==> config.mk <==
export PLATFORM = sky130hd
export DESIGN_NAME = bpu_btb_bht
export DESIGN_NICKNAME = d
export VERILOG_FILES = /design/src/rtl/bpu_btb_bht_pkg.sv /design/src/rtl/bpu_ras.sv /design/src/rtl/bpu_btb_bht.sv
export SDC_FILE = /design/constraint.sdc
export NUM_CORES = 2
export LEC_CHECK = 0
export BUFFER_PORTS_ARGS = -buffer_cell sky130_fd_sc_hd__buf_2
export CAP_MARGIN = 20
export CELL_PAD_IN_SITES_DETAIL_PLACEMENT = 2
export CELL_PAD_IN_SITES_GLOBAL_PLACEMENT = 2
export CORE_AREA = 3 3 582 641
export CTS_CLUSTER_SIZE = 20
export DETAILED_ROUTE_END_ITERATION = 7
export DIE_AREA = 0 0 585 644
export PLACE_DENSITY_LB_ADDON = 0.1
export SYNTH_ARGS = -nofsm -noshare
export SYNTH_HDL_FRONTEND = slang
export SYNTH_HIERARCHICAL = 1
export SYNTH_SLANG_ARGS = --single-unit
==> constraint.sdc <==
create_clock -name clk -period 7.7 [get_ports clk]
set_input_delay 1.54 -clock clk [delete_from_list [all_inputs] [get_ports clk]]
set_output_delay 1.54 -clock clk [all_outputs]
set_load 0.1 [all_outputs]
==> src/rtl/bpu_btb_bht_pkg.sv <==
// Shared CPU definitions: branch type codes, branch-result and prediction records.
package bpu_btb_bht_pkg;

  localparam int unsigned XLEN  = 32;
  localparam int unsigned TAG_W = 16;

  localparam logic [1:0] BIsNone = 2'd0;
  localparam logic [1:0] BIsImme = 2'd1;
  localparam logic [1:0] BIsCall = 2'd2;
  localparam logic [1:0] BIsRetn = 2'd3;

  // Resolved-branch record returned from EXE
  typedef struct packed {
    logic            valid;
    logic [XLEN-1:0] pc;
    logic [1:0]      br_type;
    logic            taken;
    logic [XLEN-1:0] target;
    logic [1:0]      count;
    logic            hit;
    logic            retn_success;
  } BResult;

  // Prediction handed to IF
  typedef struct packed {
    logic            valid;
    logic            hit;
    logic [1:0]      count;
    logic [XLEN-1:0] target;
    logic [1:0]      br_type;
  } PResult;

  // Two-bit saturating counter step
  function automatic logic [1:0] sat_count(input logic [1:0] c, input logic taken);
    if (taken) return (c == 2'b11) ? c : c + 2'b01;
    return (c == 2'b00) ? c : c - 2'b01;
  endfunction

endpackage

==> src/rtl/bpu_ras.sv <==
// Circular return-address stack; a push when full overwrites the oldest entry.
module bpu_ras #(
  parameter int unsigned DEPTH = 8
) (
  input  logic        clk,
  input  logic        resetn,
  input  logic        push,
  input  logic        pop,
  input  logic [31:0] push_data,
  output logic [31:0] top_c,
  output logic        empty_c
);

  localparam int unsigned PTR_W = $clog2(DEPTH);
  localparam int unsigned OCC_W = $clog2(DEPTH + 1);

  logic [31:0]      mem [DEPTH];
  logic [PTR_W-1:0] ptr;
  logic [OCC_W-1:0] occ;

  // Pointer and occupancy; pop on empty is ignored, occupancy saturates on push
  always_ff @(posedge clk or negedge resetn) begin
    if (!resetn) begin
      ptr <= '0;
      occ <= '0;
    end else if (push) begin
      ptr <= PTR_W'(ptr + 1'b1);
      if (occ != OCC_W'(DEPTH)) occ <= OCC_W'(occ + 1'b1);
    end else if (pop && (occ != '0)) begin
      ptr <= PTR_W'(ptr - 1'b1);
      occ <= OCC_W'(occ - 1'b1);
    end
  end

  // Stack storage, written at the next-push slot
  always_ff @(posedge clk) begin
    if (push) mem[ptr] <= push_data;
  end

  assign top_c   = mem[PTR_W'(ptr - 1'b1)];
  assign empty_c = (occ == '0);

endmodule

==> src/rtl/bpu_btb_bht.sv <==
// Direct-mapped BTB with 2-bit counters, pipelined update with bypass, and RAS.
module bpu_btb_bht
  import bpu_btb_bht_pkg::*;
#(
  parameter int unsigned ENTRIES   = 64,
  parameter int unsigned RAS_DEPTH = 8
) (
  input  logic        clk,
  input  logic        resetn,
  input  logic        IF_Req,
  input  logic        IF_Stall,
  input  logic [31:0] IF_PC,
  input  logic        Flush,
  input  BResult      EXE_BResult,
  output PResult      IF_PResult,
  output logic        IF_PredTaken
);

  localparam int unsigned IDX_W = $clog2(ENTRIES);

  logic [ENTRIES-1:0] tbl_valid;
  logic [TAG_W-1:0]   tbl_tag    [ENTRIES];
  logic [XLEN-1:0]    tbl_target [ENTRIES];
  logic [1:0]         tbl_type   [ENTRIES];
  logic [1:0]         tbl_count  [ENTRIES];

  BResult           upd;
  logic [IDX_W-1:0] upd_idx;
  logic [TAG_W-1:0] upd_tag;
  logic [1:0]       upd_count;
  logic             upd_push;
  logic             upd_pop;
  logic [XLEN-1:0]  ras_push_data;
  logic [XLEN-1:0]  ras_top;
  logic             ras_empty;

  logic [IDX_W-1:0] lk_idx;
  logic [TAG_W-1:0] lk_tag;
  logic             e_valid;
  logic [TAG_W-1:0] e_tag;
  logic [XLEN-1:0]  e_target;
  logic [1:0]       e_type;
  logic [1:0]       e_count;
  logic             lk_hit;
  logic             lk_taken;
  PResult           lk_pres;

  logic             unused_retn;

  assign upd_idx       = upd.pc[IDX_W+1:2];
  assign upd_tag       = upd.pc[IDX_W+TAG_W+1:IDX_W+2];
  assign upd_count     = upd.hit ? sat_count(upd.count, upd.taken)
                                 : (upd.taken ? 2'b10 : 2'b01);
  assign upd_push      = upd.valid && (upd.br_type == BIsCall);
  assign upd_pop       = upd.valid && (upd.br_type == BIsRetn);
  assign ras_push_data = upd.pc + 32'd8;
  assign unused_retn   = upd.retn_success;

  assign lk_idx = IF_PC[IDX_W+1:2];
  assign lk_tag = IF_PC[IDX_W+TAG_W+1:IDX_W+2];

  // Update register: only real branches are kept, written to the table next edge
  always_ff @(posedge clk or negedge resetn) begin
    if (!resetn) begin
      upd <= '0;
    end else if (EXE_BResult.valid && (EXE_BResult.br_type != BIsNone)) begin
      upd <= EXE_BResult;
    end else begin
      upd <= '0;
    end
  end

  // Entry valid bits
  always_ff @(posedge clk or negedge resetn) begin
    if (!resetn) begin
      tbl_valid <= '0;
    end else if (upd.valid) begin
      tbl_valid[upd_idx] <= 1'b1;
    end
  end

  // Entry payload; meaningless until the matching valid bit is set
  always_ff @(posedge clk) begin
    if (upd.valid) begin
      tbl_tag[upd_idx]    <= upd_tag;
      tbl_target[upd_idx] <= upd.target;
      tbl_type[upd_idx]   <= upd.br_type;
      tbl_count[upd_idx]  <= upd_count;
    end
  end

  // Entry read with bypass from the write happening this cycle
  always_comb begin
    e_valid  = tbl_valid[lk_idx];
    e_tag    = tbl_tag[lk_idx];
    e_target = tbl_target[lk_idx];
    e_type   = tbl_type[lk_idx];
    e_count  = tbl_count[lk_idx];
    if (upd.valid && (upd_idx == lk_idx)) begin
      e_valid  = 1'b1;
      e_tag    = upd_tag;
      e_target = upd.target;
      e_type   = upd.br_type;
      e_count  = upd_count;
    end
  end

  // Hit, taken decision and predicted target
  always_comb begin
    lk_hit          = e_valid && (e_tag == lk_tag);
    lk_taken        = lk_hit && ((e_type == BIsCall) || (e_type == BIsRetn) || e_count[1]);
    lk_pres         = '0;
    lk_pres.valid   = 1'b1;
    lk_pres.hit     = lk_hit;
    lk_pres.count   = lk_hit ? e_count : 2'b01;
    lk_pres.br_type = lk_hit ? e_type : BIsNone;
    if (!lk_taken) begin
      lk_pres.target = IF_PC + 32'd8;
    end else if ((e_type == BIsRetn) && !ras_empty) begin
      lk_pres.target = ras_top;
    end else begin
      lk_pres.target = e_target;
    end
  end

  // Registered prediction: flush kills, stall holds, otherwise load or invalidate
  always_ff @(posedge clk or negedge resetn) begin
    if (!resetn) begin
      IF_PResult   <= '0;
      IF_PredTaken <= 1'b0;
    end else if (Flush) begin
      IF_PResult   <= '0;
      IF_PredTaken <= 1'b0;
    end else if (!IF_Stall) begin
      if (IF_Req) begin
        IF_PResult   <= lk_pres;
        IF_PredTaken <= lk_taken;
      end else begin
        IF_PResult   <= '0;
        IF_PredTaken <= 1'b0;
      end
    end
  end

  bpu_ras #(
    .DEPTH (RAS_DEPTH)
  ) u_ras (
    .clk       (clk),
    .resetn    (resetn),
    .push      (upd_push),
    .pop       (upd_pop),
    .push_data (ras_push_data),
    .top_c     (ras_top),
    .empty_c   (ras_empty)
  );

endmodule

==> flow_summary.yaml <==
final_layout:
  utilization_pct: 45.8
  drive_gt1_share_pct: 28.9
  nets: 7488
  fillers: 32708
  seq_area_sq_um: 112000
  area.growth.synth_to_final_pct: 14.6
  multi_input_area_sq_um: 32700
  instances_no_fill: 12532
yosys:
  ys.flop_type: "edfxtp_1"
  ys_seq_area_share_pct: 76.5
  syn_inst: 6838
  syn_nets: 6957
  synth_edf_count: 3584
  synth-async-reset-ratio_pct: 4.81
  synth_top_family_by_area: "multiplexers"
  synthMuxAreaShare_pct: 16.2
  yosys.area_share.simple_pct: 2.38
  synth.avg_cell_area_sq_um: 21.4
  yosys.cell_types.count: 81
  ys_ff_latch: 3765
  yosys.area_share.adder_pct: 0.0905
  synth-compound-area-share_pct: 2.81
  yosys_warnings: 6
  synth_area_sq_um: 147000
  synthXorXnorAreaFrac_pct: 0.406
power:
  power.clock.fraction_pct: 42.0
  p_int_mw: 34.9
  p_leak_nw: 49.3
  pwr-share-comb_pct: 8.1
  switching_share_pct: 23.8
  vdd_drop_max_mv: 0.216
  p_switching_mw: 10.9
  pwr-share-seq_pct: 49.8
  power_density_nw_per_um2: 273
critical_path:
  arrival_ns: 6.80
  critPathKind: "in2reg"
  cp-end-kind: "register"
  worstReg2RegEnd: "IF_PResult[33]"
  r2r_cells: 11
  cp-start-kind: "input pin"
  worst-r2r-setup-slack_ns: 2.54
  cp.required_ns: 8.57
  crit_fanout: 42
  r2r-start: "upd[41]"
flow_run:
  drv_cap: 0
floorplan:
  core_sq_um: 367000
  die_area_sq_um: 377000
  start_util_pct: 40.0
  rows: 233
  die_h_microns: 644
  io_pins: 148
  die_w_microns: 585
sta:
  worst_pin_slew_ns: 1.23
  setup_viol: 0
  slew-limit-headroom_pct: 17.7
  hold_viol_final: 0
  final.setup.tns_ns: 0
  rsz0062_at_grt: "no"
  fmax_ghz: 0.169
  maxSlewViolCount: 0
  period_share_pct: 77.1
  period_needed_ns: 5.93
  fin_skew_ns: 0.0808
  finalWorstSetupSlack_ns: 1.77
detailed_routing:
  drc: 0
  drt_iter0_drc: 9713
  routed_wl_mm: 508
  postRouteAntennaNets: 0
  via_per_inst: 6.09
  dr.pass1.iters: 5
  wl_per_cell_microns: 40.6
  vias: 76380
min_path:
  hold_path_end: "tbl_valid[62]"
  hold_path.class: "reg2reg"
  min_from: "tbl_valid[62]"
  hold_depth: 1
cts:
  h-tree-depth: 5
  tritoncts: "yes"
  cts.path.max_buffers: 4
  postCtsSetupBuffers: 0
  numCtsBuffers: 404
  cts_hold_buf: 0
  post_cts_resized: 0
  clk_pin_slew_worst_paths_ns: 0.06
  clk_latency_ns: 1.00
  cts.sinks: 3765
  cts_root_buf: "clkbuf_16"
grt:
  antenna_found_initial: 41
  grt_pass1_wl_mm: 698
  grtUsageTotal_pct: 26.8
  grt_max_degree: 119
  grt_pass1_vias: 81446
  grt-ovfl-total: 0
placement:
  post-place-ws_ns: 0.963
  gp_congestion: 0.783
  placedCellCount: 11774
  numPortBuffers: 146
  post-dp-hpwl_mm: 287
status:
  status: "finished, final reports clean"
-- layout make-up --
cell class | count | share of cell area [%]
sequential | 3765 | 66.8
multi-input combinational | 2671 | 19.5
clock buffer | 511 | 6.33
tap | 4817 | 3.59
timing repair buffer | 505 | 2.38
clock inverter | 233 | 1.36
inverter | 22 | 0.0507
antenna | 8 | 0.0119
-- power groups by stage --
stage	registers, mW	clock network [mW]	logic (mW)
after floorplan	23.3	0	2.09
after global placement	23.2	0	3.69
after detailed placement	23.3	0	3.78
after CTS	22.8	19.6	3.78
after global routing	22.8	20.4	3.91
final	22.8	19.2	3.72
-- per-layer routing --
layer | track usage (%) | vias to the layer above | share of wire (%)
li1 | - | 29665 | -
met1 | 37.2 | 43019 | 42
met2 | 44.6 | 3035 | 49
met3 | 3.48 | 653 | 6.1
met4 | 6.95 | 8 | 2.9
met5 | 0 | - | 0.011
-- registers in the layout (all words and copies together), names as in the netlist --
register	flops
tbl_tag	1024
upd	71
tbl_count	128
tbl_target	2048
tbl_type	128
u_ras/occ	4
IF_PredTaken	1
u_ras/ptr	3
tbl_valid	64
u_ras/mem	256
IF_PResult	38
-- layout by cell type, fill, tap and decap left out, drive strengths merged, types with 41 or more instances in the layout --
| cell | synthesis | layout |
|---|---|---|
| mux2i | 340 | 340 |
| or2 | 69 | 69 |
| mux2 | 148 | 148 |
| o21ai | 103 | 103 |
| clkinv | 0 | 185 |
| xnor2 | 42 | 42 |
| a22oi | 62 | 62 |
| nand2 | 174 | 174 |
| o221ai | 41 | 41 |
| a21oi | 100 | 100 |
| nor2 | 140 | 140 |
| o22ai | 111 | 111 |
| nand3 | 93 | 93 |
| edfxtp | 3584 | 3584 |
| dfrtp | 181 | 181 |
| mux4 | 817 | 817 |
| and2 | 79 | 79 |
| buf | 220 | 505 |
| clkbuf | 160 | 511 |
-- cells in the mapped netlist (62+ instances only) --
cell type	number	area [sq um]
buf_2	72	360
mux4_2	758	17100
mux2i_1	340	3400
mux2_2	148	1670
and2_1	78	488
a22oi_1	62	465
nor2_1	139	522
nand3_1	93	465
nand2_1	174	653
edfxtp_1	3584	108000
dfrtp_1	181	4530
o21ai_0	97	485
or2_2	69	432
clkbuf_1	160	601
o22ai_1	110	688
a21oi_1	100	500
buf_6	68	766
-- worst max-delay path by stage --
| stage | from | to | slack [ns] | depth (start not counted) |
|---|---|---|---|---|
| finish | IF_PC[3] | IF_PResult[16] | 1.77 | 14 |
| global route | IF_PC[5] | IF_PResult[16] | 1.71 | 14 |
| CTS | IF_PC[3] | IF_PResult[16] | 1.99 | 14 |
| detailed placement | IF_PC[5] | IF_PResult[16] | 0.96 | 14 |
| global placement | IF_PC[5] | IF_PResult[16] | 1.04 | 14 |
| floorplan | IF_PC[2] | IF_PResult[29] | 2.96 | 16 |
-- critical path: stages --
cell,delay [ns]
buf_8,0.47
nand3_4,0.69
buf_12,0.46
buf_4,0.23
o22ai_1,0.14
a2111oi_0,0.11
a2111oi_0,0.92
a21oi_1,0.29
buf_4,0.26
xnor2_1,0.15
nor4_4,0.36
nand4_2,0.56
nand2_1,0.38
o211ai_1,0.14
-- stage by stage --
stage                     hold WS [ns]  power (mW)  cell area (sq um)
final                            0.460        45.8             168000
after global routing             0.478        47.2             168000
after CTS                        0.468        46.2             168000
after detailed placement         0.453        27.0             155000
after global placement           0.444        26.9             155000
after floorplan                  0.430        25.4             147000
-- logic make-up (layout without fill, tap and decap cells) --
family | after synthesis | count (layout)
AO/OA/AOI/OAI | 602 | 602
buffers and inverters | 402 | 1271
flip-flops | 3765 | 3765
AND/OR/NAND/NOR | 686 | 686
XOR/XNOR | 68 | 68
adder cells (fa/ha/maj) | 10 | 10
multiplexers | 1305 | 1305
other | 0 | 8
Power figures use the tool's default switching activity.
